--- src/rtl/hamming74_pkg.sv ---
// Shared Hamming(7,4) definitions: codeword/data/syndrome widths and the
// bit position of each parity and data bit inside a 7-bit codeword.
// Codeword layout: [0]=p1 [1]=p2 [2]=d0 [3]=p3 [4]=d1 [5]=d2 [6]=d3.
package hamming74_pkg;

    localparam int CW_W   = 7;
    localparam int DATA_W = 4;
    localparam int SYN_W  = 3;

    localparam int P1_BIT = 0;
    localparam int P2_BIT = 1;
    localparam int D0_BIT = 2;
    localparam int P3_BIT = 3;
    localparam int D1_BIT = 4;
    localparam int D2_BIT = 5;
    localparam int D3_BIT = 6;

endpackage

--- src/rtl/hamming74_decode_arbiter_if.sv ---
// Request/result bus of the shared Hamming(7,4) decoder.
//   req_valid/req_codeword/req_ready : per-channel codeword handshake
//   out_valid/out_ready              : result slot handshake
//   out_data/out_chan/out_err/out_syndrome : decoded result fields
// slave  : decoder side (consumes requests, produces results)
// master : environment side (channel FIFOs + downstream consumer)
interface hamming74_decode_arbiter_if
    import hamming74_pkg::*;
#(
    parameter int NUM_REQ = 4,
    parameter int CH_W    = 2
);

    logic [NUM_REQ-1:0]      req_valid;
    logic [CW_W*NUM_REQ-1:0] req_codeword;
    logic [NUM_REQ-1:0]      req_ready;
    logic                    out_valid;
    logic                    out_ready;
    logic [DATA_W-1:0]       out_data;
    logic [CH_W-1:0]         out_chan;
    logic                    out_err;
    logic [SYN_W-1:0]        out_syndrome;

    modport master (
        output req_valid, req_codeword, out_ready,
        input  req_ready, out_valid, out_data, out_chan, out_err, out_syndrome
    );

    modport slave (
        input  req_valid, req_codeword, out_ready,
        output req_ready, out_valid, out_data, out_chan, out_err, out_syndrome
    );

endinterface

--- src/rtl/hamming74_correct_comb.sv ---
// Combinational Hamming(7,4) single-error corrector.
//   codeword : 7-bit input codeword
//   data     : corrected {d3,d2,d1,d0}
//   syndrome : raw syndrome {s2,s1,s0}; value k names erroneous bit k-1
//   err      : syndrome nonzero (a bit was flipped before extraction)
module hamming74_correct_comb
    import hamming74_pkg::*;
(
    input  logic [CW_W-1:0]   codeword,
    output logic [DATA_W-1:0] data,
    output logic [SYN_W-1:0]  syndrome,
    output logic              err
);

    logic [CW_W-1:0] flip_mask;
    logic [CW_W-1:0] fixed;

    always_comb begin
        syndrome[0] = codeword[P1_BIT] ^ codeword[D0_BIT] ^ codeword[D1_BIT] ^ codeword[D3_BIT];
        syndrome[1] = codeword[P2_BIT] ^ codeword[D0_BIT] ^ codeword[D2_BIT] ^ codeword[D3_BIT];
        syndrome[2] = codeword[P3_BIT] ^ codeword[D1_BIT] ^ codeword[D2_BIT] ^ codeword[D3_BIT];

        flip_mask = '0;
        if (syndrome != '0) begin
            flip_mask = CW_W'(1) << (syndrome - SYN_W'(1));
        end
        fixed = codeword ^ flip_mask;

        data = {fixed[D3_BIT], fixed[D2_BIT], fixed[D1_BIT], fixed[D0_BIT]};
        err  = (syndrome != '0);
    end

endmodule

--- src/rtl/hamming74_decode_arbiter.sv ---
// Round-robin arbiter sharing one Hamming(7,4) corrector among NUM_REQ
// channels, with a single registered result slot and a saturating count
// of corrected codewords.
//   clk, rst_n : clock, asynchronous active-low reset
//   cnt_clr    : synchronous clear of err_count (wins over increment)
//   err_count  : saturating count of loaded results with out_err=1
//   bus        : request and result handshakes (slave side)
module hamming74_decode_arbiter
    import hamming74_pkg::*;
#(
    parameter int NUM_REQ = 4,
    parameter int CNT_W   = 16,
    parameter int CH_W    = 2
) (
    input  logic                        clk,
    input  logic                        rst_n,
    input  logic                        cnt_clr,
    output logic [CNT_W-1:0]            err_count,
    hamming74_decode_arbiter_if.slave   bus
);

    localparam int          IDX_W     = (NUM_REQ > 1) ? $clog2(NUM_REQ) : 1;
    localparam int unsigned NUM_REQ_U = NUM_REQ;

    logic [CH_W-1:0]   rr_ptr;
    logic [IDX_W-1:0]  grant_sel;
    logic              grant_any;
    logic              can_load;
    logic              load;
    logic [CW_W-1:0]   sel_cw;
    logic [DATA_W-1:0] dec_data;
    logic [SYN_W-1:0]  dec_syn;
    logic              dec_err;
    int unsigned       pos;

    // First valid channel at or after rr_ptr, wrapping; the codeword mux
    // follows the same choice so only one corrector is needed.
    always_comb begin
        grant_any = 1'b0;
        grant_sel = '0;
        sel_cw    = '0;
        pos       = 0;
        for (int unsigned i = 0; i < NUM_REQ_U; i++) begin
            pos = (32'(rr_ptr) + i) % NUM_REQ_U;
            if (!grant_any && bus.req_valid[pos[IDX_W-1:0]]) begin
                grant_any = 1'b1;
                grant_sel = pos[IDX_W-1:0];
                sel_cw    = bus.req_codeword[CW_W*pos[IDX_W-1:0] +: CW_W];
            end
        end
    end

    assign can_load = ~bus.out_valid | bus.out_ready;
    assign load     = can_load & grant_any;

    // rst_n gating keeps req_ready low while reset is held even though the
    // empty slot would otherwise advertise space.
    always_comb begin
        bus.req_ready = '0;
        if (rst_n && load) begin
            bus.req_ready[grant_sel] = 1'b1;
        end
    end

    hamming74_correct_comb u_correct (
        .codeword (sel_cw),
        .data     (dec_data),
        .syndrome (dec_syn),
        .err      (dec_err)
    );

    always_ff @(posedge clk or negedge rst_n) begin
        if (!rst_n) begin
            bus.out_valid    <= 1'b0;
            bus.out_data     <= '0;
            bus.out_chan     <= '0;
            bus.out_err      <= 1'b0;
            bus.out_syndrome <= '0;
            rr_ptr           <= '0;
        end else if (load) begin
            bus.out_valid    <= 1'b1;
            bus.out_data     <= dec_data;
            bus.out_chan     <= CH_W'(grant_sel);
            bus.out_err      <= dec_err;
            bus.out_syndrome <= dec_syn;
            rr_ptr           <= CH_W'((32'(grant_sel) + 1) % NUM_REQ_U);
        end else if (bus.out_ready) begin
            bus.out_valid    <= 1'b0;
        end
    end

    always_ff @(posedge clk or negedge rst_n) begin
        if (!rst_n) begin
            err_count <= '0;
        end else if (cnt_clr) begin
            err_count <= '0;
        end else if (load && dec_err && (err_count != '1)) begin
            err_count <= err_count + CNT_W'(1);
        end
    end

endmodule
--- src/flat_wrapper.sv ---
// flat-port wrapper written by rule: the top's interface ports become plain ports
module hamming74_decode_arbiter_flat import hamming74_pkg::*;
#(
    parameter int NUM_REQ = 4,
    parameter int CNT_W   = 16,
    parameter int CH_W    = 2
)
  (clk, rst_n, cnt_clr, err_count, bus_req_valid, bus_req_codeword, bus_out_ready, bus_req_ready, bus_out_valid, bus_out_data, bus_out_chan, bus_out_err, bus_out_syndrome);
  hamming74_decode_arbiter_if #(.NUM_REQ(NUM_REQ), .CH_W(CH_W)) bus_i ();
  input  logic clk;
  input  logic rst_n;
  input  logic cnt_clr;
  output logic [CNT_W-1:0] err_count;
  input wire logic [$bits(bus_i.req_valid)-1:0] bus_req_valid;
  input wire logic [$bits(bus_i.req_codeword)-1:0] bus_req_codeword;
  input wire logic [$bits(bus_i.out_ready)-1:0] bus_out_ready;
  output wire logic [$bits(bus_i.req_ready)-1:0] bus_req_ready;
  output wire logic [$bits(bus_i.out_valid)-1:0] bus_out_valid;
  output wire logic [$bits(bus_i.out_data)-1:0] bus_out_data;
  output wire logic [$bits(bus_i.out_chan)-1:0] bus_out_chan;
  output wire logic [$bits(bus_i.out_err)-1:0] bus_out_err;
  output wire logic [$bits(bus_i.out_syndrome)-1:0] bus_out_syndrome;
  assign bus_i.req_valid = bus_req_valid;
  assign bus_i.req_codeword = bus_req_codeword;
  assign bus_i.out_ready = bus_out_ready;
  assign bus_req_ready = bus_i.req_ready;
  assign bus_out_valid = bus_i.out_valid;
  assign bus_out_data = bus_i.out_data;
  assign bus_out_chan = bus_i.out_chan;
  assign bus_out_err = bus_i.out_err;
  assign bus_out_syndrome = bus_i.out_syndrome;
  hamming74_decode_arbiter #(.NUM_REQ(NUM_REQ), .CNT_W(CNT_W), .CH_W(CH_W)) u_core (.clk(clk), .rst_n(rst_n), .cnt_clr(cnt_clr), .err_count(err_count), .bus(bus_i));
endmodule
--- config.mk ---
export PLATFORM = sky130hd
export DESIGN_NAME = hamming74_decode_arbiter_flat
export DESIGN_NICKNAME = d
export VERILOG_FILES = /design/src/rtl/hamming74_pkg.sv /design/src/rtl/hamming74_decode_arbiter_if.sv /design/src/rtl/hamming74_correct_comb.sv /design/src/rtl/hamming74_decode_arbiter.sv /design/src/flat_wrapper.sv
export SDC_FILE = /design/constraint.sdc
export NUM_CORES = 1
export LEC_CHECK = 0
export ABC_CLOCK_PERIOD_IN_PS = 9900
export BUFFER_PORTS_ARGS = -buffer_cell sky130_fd_sc_hd__buf_2
export CAP_MARGIN = 20
export CORE_ASPECT_RATIO = 1.75
export CORE_MARGIN = 1
export CORE_UTILIZATION = 30
export DETAILED_ROUTE_END_ITERATION = 12
export PLACE_DENSITY = 0.53
export SYNTH_ARGS = -nofsm -noshare
export SYNTH_HDL_FRONTEND = slang
export SYNTH_SLANG_ARGS = --single-unit
--- constraint.sdc ---
create_clock -name clk -period 9.9 [get_ports clk]
set_input_delay 0.495 -clock clk [delete_from_list [all_inputs] [get_ports clk]]
set_output_delay 0.495 -clock clk [all_outputs]
set_load 0.05 [all_outputs]
==> flow_metrics.py <==
metrics = {
    "outcome": {
        "status": "finished clean",
    },
    "power": {
        "p_total_uw": 1147,
        "power.ir.vdd_worst_uv": 181.7,
        "power_density_over_cell_area_nw_per_um2": 334.1,
        "leakage_uw": 0.001558,
    },
    "timing": {
        "timing_hold_violations_final": 0,
        "transition_time_of_the_tightest_slew_check_pin_ns": 0.6991,
        "maxClockFrequency_mhz": 233.2,
        "final_period_minus_worst_setup_slack_ns": 4.288,
        "clock_skew_ns": 0.003184,
        "timing.final.max_slew_violations": 0,
        "rsz0062_at_grt": "false",
        "hold_slack_ns": 0.2716,
        "worst_slew_margin_pct": 53.40,
        "setup_viol_count_final": 0,
        "final.setup.tns_ns": 0,
        "final_cycle_share_pct": 43.31,
    },
    "setup_path": {
        "setup.worst_path.class": "flip-flop to flip-flop",
        "arrival_ns": 4.49,
        "critPathCaptureType": "flip-flop",
        "critical_path_peak_fanout": 53,
        "reg2reg_depth": 14,
        "cp_data_required_time_ns": 10.10,
        "timing.critical_path.from_type": "flip-flop",
    },
    "global_routing": {
        "first_global_vias": 2622,
        "antenna_violations_before_repair": 0,
        "grt_first_pass_wirelength_um": 13100,
        "pin_count_of_the_biggest_net_entering_global_routing": 54,
        "grt_overflow": 0,
        "grtUsageTotal_pct": 15.93,
    },
    "synth": {
        "seq_area_frac_synth_pct": 24.82,
        "synth_ff_type": "dfrtp_1",
        "synthDominantAreaCellType": "dfrtp_1",
        "post_synth_inst_count": 309,
        "post_synth_instance_area_um2": 2924,
        "postSynthNetCount": 352,
        "synth-seq-cells": 29,
        "synth-edff-count": 0,
        "synth_warnings": 0,
        "async_reset_ff_share_pct": 100.0,
        "post_synth.cell_area_avg_um2": 9.463,
        "synth.top_cells.by_area": "dfrtp_1 (25%), mux2i_1 (7.2%), nand2_1 (4.2%), xor2_1 (3.9%), mux4_1 (3.6%)",
        "synth_top_cell_area_share_pct": 24.82,
        "yosys.cell_types.count": 74,
    },
    "cts": {
        "ctsResizeCount": 0,
        "cts.hold.buffers_added": 0,
        "cts.reportedPaths.clkPinSlew_ns": 0.05,
        "cts.repair_timing.setup_buffer_count": 0,
        "clock-root-buffer": "clkbuf_16",
        "numClockSinks": 29,
        "clock_tree_from_tritoncts": "built",
        "cts_inserted_buffers": 5,
        "clock_path_buffers": 2,
        "htreeDepth": 2,
        "clk_latency_ns": 0.27,
    },
    "detailed_routing": {
        "initialDrtViolationCount": 95,
        "detail_route.wirelength.met1_um": 3089,
        "drt_first_pass_iters": 4,
        "routed_wirelength_um": 7712,
        "final_antenna_net_count": 0,
        "drc_errors": 0,
        "routed-wl-met3_um": 317,
        "num_vias": 2601,
        "routed_via_density": 5.330,
        "wl_cell_um": 15.80,
        "dr.max_layer_used": "met4",
        "routed-wl-met2_um": 4128,
    },
    "placement": {
        "gp_congestion": 0.8294,
        "detailedPlacementHpwl_um": 5859,
        "buffer_ports.inserted": 66,
        "post-place-cells": 480,
    },
    "layout": {
        "num_antenna_cells": 0,
        "final_common_cell": "buf_2",
        "final_cells": 488,
        "fraction_of_layout_instances_using_a_drive_strength_above_1_pct": 29.23,
        "area_delta_synth_final_pct": 17.42,
        "final.fill_count": 981,
        "final_net_count": 408,
        "ff_latch_area_um2": 726.9,
        "area_taken_by_multi_input_logic_gates_um2": 2002,
        "final_cell_mix": "buf_2 (66), nand2_1 (33), nor2_1 (28), dfrtp_1 (28), mux2i_1 (21)",
    },
    "floorplanning": {
        "placement_rows": 47,
        "initial_core_util_pct": 30.88,
        "floorplan.die.width_um": 76.63,
        "fp.dieH_um": 132.6,
        "fp.dieArea_um2": 10160,
        "coreArea_um2": 9468,
        "ios": 67,
    },
    "worst_hold_path": {
        "holdCritPathClass": "input pin to asynchronous set/reset pin",
    },
    "run": {
        "max_cap_viol_count": 0,
    },
}
-- worst paths after layout --
check,start,to,slack (ns)
min,rst_n,u_core.err_count[8],0.27
min reg2reg,u_core.bus.out_err,u_core.bus.out_err,0.47
max,u_core.rr_ptr[1],u_core.err_count[11],5.61
max reg2reg,u_core.rr_ptr[1],u_core.err_count[11],5.61
min in group clk,u_core.bus.out_err,u_core.bus.out_err,0.47
max in group asynchronous,rst_n,u_core.rr_ptr[1],9.14
-- cell type report --
type | instances | area share (%)
repair buffers | 68 | 10.06
inverters | 13 | 1.421
flip-flops and latches | 29 | 21.17
clock buffers | 7 | 4.446
clock inverters | 1 | 0.1458
well taps | 122 | 4.446
multi-input cells | 248 | 58.31
-- where the power goes --
group / internal, uW / switching, uW / total, uW
registers: 148 / 16.0 / 164
logic: 327 / 499 / 826
clock network: 106 / 50.8 / 157
-- flip-flops by register name (all words and copies together) (netlist names) --
name                     count
u_core.bus.out_syndrome      3
u_core.bus.out_err           1
u_core.bus.out_valid         1
u_core.bus.out_data          4
u_core.rr_ptr                2
u_core.err_count            16
u_core.bus.out_chan          2
-- kinds of logic (layout without fill, tap and decap cells) --
logic type / count (synthesis) / in the layout / synth area share, %
buffers and inverters: 32 / 89 / 6.718
adders and majority gates: 7 / 7 / 2.995
DFF: 29 / 29 / 24.82
muxes: 35 / 35 / 15.79
xor gates and xnor gates: 23 / 23 / 9.029
AOI/OAI and AO/OA: 71 / 71 / 20.80
and+or+nand+nor: 112 / 112 / 19.85
-- synthesized netlist by cell type (3+ instances only) --
cell      number
inv_1         10
a211oi_1       4
nor2_1        28
nand3_1        9
ha_1           7
mux4_2         3
o31ai_1        3
mux2i_1       21
and3_1         9
o31a_1         4
nor4_1         5
a21boi_0       3
nor2b_1        3
mux4_1         4
o22ai_1        6
a311o_1        3
dfrtp_1       29
o211ai_1       3
o21ai_0        9
buf_6          3
xor2_1        13
buf_2          5
a21oi_1        9
xnor2_1        5
buf_4          4
o221a_2        3
mux2_1         5
clkbuf_1       3
nand2_1       33
-- metrics by stage --
stage / setup slack [ns] / cell area, um^2 / utilization [%]
after floorplan: 6.253 / 2924 / -
after global placement: 5.656 / 3276 / 34.60
after detailed placement: 5.628 / 3276 / 34.60
after CTS: 5.637 / 3433 / 36.26
after global routing: 5.207 / 3433 / 36.26
final: 5.612 / 3433 / 36.26
-- worst max-delay path, cell delays in order (launching register included) --
cell and delay (ns):
dfrtp_2 0.38, buf_4 0.31, and2b_1 0.32, a31oi_1 0.48, o22a_1 0.31, o221ai_4 0.14, xnor2_2 0.28, xor2_1 0.26
nor2_1 0.10, ha_1 0.22, a311o_1 0.36, nor2_1 0.38, nand2_1 0.16, or3_1 0.32, a21oi_1 0.14
-- routing by layer --
metal	vias to the layer above	track usage, %
met4	0	5.769
met5	-	0
li1	1261	-
met2	72	29.08
met1	1256	18.93
met3	12	1.724
Power figures use the tool's default switching activity.
